### src/rtl/act_unit_pipe.sv
// Multi-lane activation stage (bypass / ReLU / clipped ReLU / leaky ReLU) behind the MAC array.
// Two registered stages with valid/ready backpressure and a saturating clamp counter.
module act_unit_pipe #(
  parameter int WIDTH      = 16,
  parameter int FRAC       = 8,
  parameter int LANES      = 4,
  parameter int LEAK_SHIFT = 3,
  parameter int CNT_W      = 16
) (
  input  logic                   clk,
  input  logic                   rst,
  input  logic [1:0]             mode,
  input  logic [WIDTH-1:0]       clip_max,
  input  logic                   in_valid,
  output logic                   in_ready,
  input  logic [LANES*WIDTH-1:0] in_data,
  output logic                   out_valid,
  input  logic                   out_ready,
  output logic [LANES*WIDTH-1:0] out_data,
  output logic [LANES-1:0]       out_clamped,
  input  logic                   clr_cnt,
  output logic [CNT_W-1:0]       clamp_cnt
);

  // Handshake: a beat moves across an interface on the clock edge where valid
  // and ready are both high; valid never depends on ready, and a stalled output
  // (out_valid & !out_ready) keeps out_data/out_clamped unchanged.

  localparam int PC_W  = $clog2(LANES + 1);
  localparam int SUM_W = ((CNT_W > PC_W) ? CNT_W : PC_W) + 1;

  logic                    s1_valid;
  logic [1:0]              s1_mode;
  logic signed [WIDTH-1:0] s1_clip;
  logic [LANES*WIDTH-1:0]  s1_data;

  logic                    s1_adv;
  logic                    in_xfer;
  logic                    out_xfer;
  logic signed [WIDTH-1:0] clip_pos;
  logic [LANES*WIDTH-1:0]  act_data;
  logic [LANES-1:0]        act_clamp;
  logic [PC_W-1:0]         pc;
  logic [SUM_W-1:0]        cnt_sum;

  assign out_xfer = out_valid & out_ready;
  assign s1_adv   = s1_valid & (~out_valid | out_ready);
  assign in_ready = ~rst & (~s1_valid | s1_adv);
  assign in_xfer  = in_valid & in_ready;

  // A negative bound collapses to zero so clipped ReLU never passes negatives.
  assign clip_pos = s1_clip[WIDTH-1] ? '0 : s1_clip;

  for (genvar i = 0; i < LANES; i++) begin : g_lane
    logic signed [WIDTH-1:0] x;
    logic signed [WIDTH-1:0] y;
    logic                    f;
    logic                    non_pos;

    assign x       = s1_data[i*WIDTH +: WIDTH];
    assign non_pos = x[WIDTH-1] | (x == '0);

    always_comb begin
      y = x;
      f = 1'b0;
      case (s1_mode)
        2'd1: if (non_pos) y = '0;
        2'd2: begin
          if (non_pos) begin
            y = '0;
          end else if (x > clip_pos) begin
            y = clip_pos;
            f = 1'b1;
          end
        end
        2'd3: if (x[WIDTH-1]) y = x >>> LEAK_SHIFT;
        default: y = x;
      endcase
    end

    assign act_data[i*WIDTH +: WIDTH] = y;
    assign act_clamp[i]               = f;
  end

  always_comb begin
    pc = '0;
    for (int i = 0; i < LANES; i++) pc = pc + PC_W'(out_clamped[i]);
  end

  assign cnt_sum = SUM_W'(clamp_cnt) + SUM_W'(pc);

  always_ff @(posedge clk) begin
    if (rst) begin
      s1_valid    <= 1'b0;
      s1_mode     <= 2'd0;
      s1_clip     <= '0;
      s1_data     <= '0;
      out_valid   <= 1'b0;
      out_data    <= '0;
      out_clamped <= '0;
      clamp_cnt   <= '0;
    end else begin
      if (in_xfer) begin
        s1_valid <= 1'b1;
        s1_mode  <= mode;
        s1_clip  <= clip_max;
        s1_data  <= in_data;
      end else if (s1_adv) begin
        s1_valid <= 1'b0;
      end

      if (s1_adv) begin
        out_valid   <= 1'b1;
        out_data    <= act_data;
        out_clamped <= act_clamp;
      end else if (out_xfer) begin
        out_valid <= 1'b0;
      end

      if (clr_cnt) begin
        clamp_cnt <= '0;
      end else if (out_xfer) begin
        if (cnt_sum > SUM_W'({CNT_W{1'b1}})) clamp_cnt <= {CNT_W{1'b1}};
        else                                 clamp_cnt <= cnt_sum[CNT_W-1:0];
      end
    end
  end

endmodule

### config.mk
export PLATFORM = sky130hd
export DESIGN_NAME = act_unit_pipe
export DESIGN_NICKNAME = d
export VERILOG_FILES = /design/src/rtl/act_unit_pipe.sv
export SDC_FILE = /design/constraint.sdc
export NUM_CORES = 1
export LEC_CHECK = 0
export CORE_ASPECT_RATIO = 1.2
export CORE_MARGIN = 2
export CORE_UTILIZATION = 45
export DETAILED_ROUTE_END_ITERATION = 16
export DONT_BUFFER_PORTS = 1
export SKIP_CTS_REPAIR_TIMING = 1
export SYNTH_ARGS = -nofsm -noshare
export SYNTH_HDL_FRONTEND = slang
export SYNTH_SLANG_ARGS = --single-unit
### constraint.sdc
create_clock -name clk -period 5.9 [get_ports clk]
set_input_delay 1.18 -clock clk [delete_from_list [all_inputs] [get_ports clk]]
set_output_delay 1.18 -clock clk [all_outputs]
set_load 0.02 [all_outputs]
==> metrics.csv <==
stage;metric;value;unit
global_route;Total GRT Usage;31.5;%
sta;final critical-path share of the clock period;60.4;%
cells_and_area;final core occ;48.3;%
logic_synthesis;async set-reset flop share out of synthesis;0;%
place;port buffer count;0;
drt;Vias/cell;6.64;
logic_synthesis;Synth area leader;dfxtp_1;
sta;final setup vio count;0;
pwr;PwrDens;278;nW/µm²
logic_synthesis;most common cell in the netlist;nand2_1;
sta;Slew Limit Fails;0;
logic_synthesis;Commonest cells post-synth;nand2_1, dfxtp_1, o21ai_0, a21oi_1, nor2_1;
cells_and_area;Area Overhead vs Synth;6.55;%
logic_synthesis;sequential fraction of the synthesis area;31.2;%
sta;Fin Clk Skew;0.0133;ns
global_route;GR Overflow Total;0;
floorplanning;initial cell density of the core;45.4;%
drt;drt wl/cell;24.5;µm
logic_synthesis;ys flop type;dfxtp_1;
logic_synthesis;number of synthesized flops with an enable pin;0;
floorplanning;die width;145;µm
sta;fmax;281;MHz
place;gp weighted congestion;0.929;
min_path;Hold Crit Start;s1_clip[12];
floorplanning;DIE AREA;25200;µm²
min_path;WHS Endpoint;s1_clip[12];
floorplanning;Rows;62;
run;max-cap viol count;0;
sta;measured slew at the worst slew-check pin;1.21;ns
drt;routed via count;10900;
cells_and_area;Fill cells;2421;
critical_path;worst setup path class;flip-flop to flip-flop;
drt;remaining antenna violation count;0;
floorplanning;Die Ht;173;µm
clock_tree;Root Driver;clkbuf_16;
run_status;status;finished, final reports clean;
critical_path;FF-to-FF End;out_data[39];
logic_synthesis;Post-Syn Area per Cell;7.80;µm²
clock_tree;TritonCTS buffer count;17;
pwr;leakage power;4.05;nW
cells_and_area;sequential standard cell area;3360;µm²
global_route;number of global-route vias before repair;10300;
logic_synthesis;post-synth top area share;31.2;%
sta;unrepaired setup endpoints after global routing;false;
cells_and_area;nets;1467;
logic_synthesis;Synth cell types;78;
global_route;first-pass GRT wire length;61900;µm
drt;Residual DRC;0;
cells_and_area;share of cells above drive strength 1;7.23;%
drt;WL final;40500;µm
clock_tree;# clock sinks;168;
clock_tree;# H-tree levels;4;
floorplanning;IO Count;173;
critical_path;r2r setup slk;2.34;ns
critical_path;Worst R2R Path Depth;9;
sta;slew margin rel.;19.0;%
clock_tree;clock latency on the worst-skew pair;0.45;ns
sta;minimum clock period;3.56;ns
place;Detail Placement HPWL;27200;µm
min_path;WHS Path Cells;2;
sta;setup TNS;0;ns
logic_synthesis;synthesized area;10800;µm²
critical_path;crit path max fanout;18;
logic_synthesis;post-synthesis register bit count;168;
logic_synthesis;Yosys warnings;0;
critical_path;Setup crit start kind;flip-flop;
logic_synthesis;cells taking the most area after synthesis;dfxtp_1, nand2_1, ha_1;
clock_tree;Longest Clk Path Bufs;2;
sta;endpoints failing hold;0;
floorplanning;core area;23700;µm²
clock_tree;clk slew on worst S/H paths;0.07;ns
pwr;VDD IR max;0.191;mV
logic_synthesis;Syn Inst Count;1381;
global_route;initial antenna violation count;1;
critical_path;Worst setup EP type;flip-flop;
drt;initial detailed-routing violation count;1205;
global_route;largest net degree at the start of global routing;100;
critical_path;Worst EP required;6.24;ns
critical_path;worst reg2reg startpoint;s1_clip[15];
min_path;hold crit path type;flip-flop to flip-flop;
clock_tree;CTS tree;built;
logic_synthesis;Syn Nets;1532;
critical_path;crit path DAT;3.90;ns
cells_and_area;area of the multi-input gates;6900;µm²
drt;Pre-antenna DRT Iters;5;
## worst max-delay path by stage
stage | startpoint | endpoint | slack [ns]
after floorplan | out_ready | in_ready | 3.10
after global placement | out_ready | out_data[40] | 2.08
after detailed placement | out_ready | out_data[40] | 2.24
after CTS | s1_clip[15] | out_data[39] | 2.46
after global routing | s1_clip[15] | out_data[39] | 2.15
final | s1_clip[15] | out_data[39] | 2.34
## stage by stage
step	setup WS, ns	power [mW]	hold WS, ns	instance area, µm²	instances
global route	2.15	3.32	0.476	11500	1648
finish	2.34	3.19	0.462	11500	1649
floorplan	3.10	1.84	0.431	10800	1381
detailed placement	2.24	2.03	0.446	10900	1617
global placement	2.08	2.02	0.453	10900	1617
CTS	2.46	3.18	0.458	11500	1648
## per-layer routing
metal	share of wire [%]	vias to the layer above	GRT usage, %
li1	-	5050	-
met1	41	5153	39.9
met2	45	594	48.9
met3	9.6	143	7.68
met4	5.1	2	18.1
met5	0.035	-	0
## state kept, by name (all words and copies together) (netlist names)
| name | count |
|---|---|
| out_valid | 1 |
| out_clamped | 4 |
| s1_valid | 1 |
| s1_clip | 16 |
| out_data | 64 |
| s1_mode | 2 |
| clamp_cnt | 16 |
| s1_data | 64 |
## critical path, cell delays in order, from the launching register on
cell,delay [ns]
dfxtp_1,0.45
nor2b_1,0.50
inv_1,0.27
ha_1,0.34
nand4_1,0.12
nor3_1,0.26
a21boi_2,0.26
o31a_1,0.66
a2111oi_0,0.23
a311o_1,0.35
## cell type report
type	count	share of cell area (%)
Antenna cell	1	0.0218
Clock buffer	21	4.10
Clock inverter	10	1.05
Inverter	22	0.720
Multi-Input combinational cell	1089	60.1
Sequential cell	168	29.3
Tap cell	320	3.49
Timing Repair Buffer	18	1.18
## cells by family (layout without fill, tap and decap cells)
family,after synthesis,in the layout,share of synthesized area [%]
buf+inv,124,71,4.88
compound gates,512,512,31.3
fa+ha+maj,64,64,7.64
mux,30,30,3.06
flops,168,168,31.2
simple gates,483,483,21.9
other cells,0,1,0
## layout by cell type (no fill, tap or decap), drive strengths merged, types with 17 or more instances in the layout
cell type  synthesis  final
nor2b             23     23
buf               31     18
o21ai            142    142
a22oi             47     47
nand4             18     18
a22o              25     25
nor3              22     22
dfxtp            168    168
mux2              23     23
o31ai             24     24
a31oi             30     30
nand2b            29     29
a21oi            110    110
a221oi            17     17
ha                61     61
clkbuf            71     21
nand3             26     26
nor4              19     19
nor2              80     80
nand2            209    209
inv               20     22
and2              19     19
## where the power goes
group / internal [mW] / switching [mW] / total [mW] / leakage [nW]
clock network: 0.656 / 0.504 / 1.16 / 0.274
registers: 1.20 / 0.144 / 1.34 / 1.38
logic: 0.239 / 0.448 / 0.687 / 2.40
total: 2.10 / 1.10 / 3.19 / 4.05
Power figures use the tool's default switching activity.
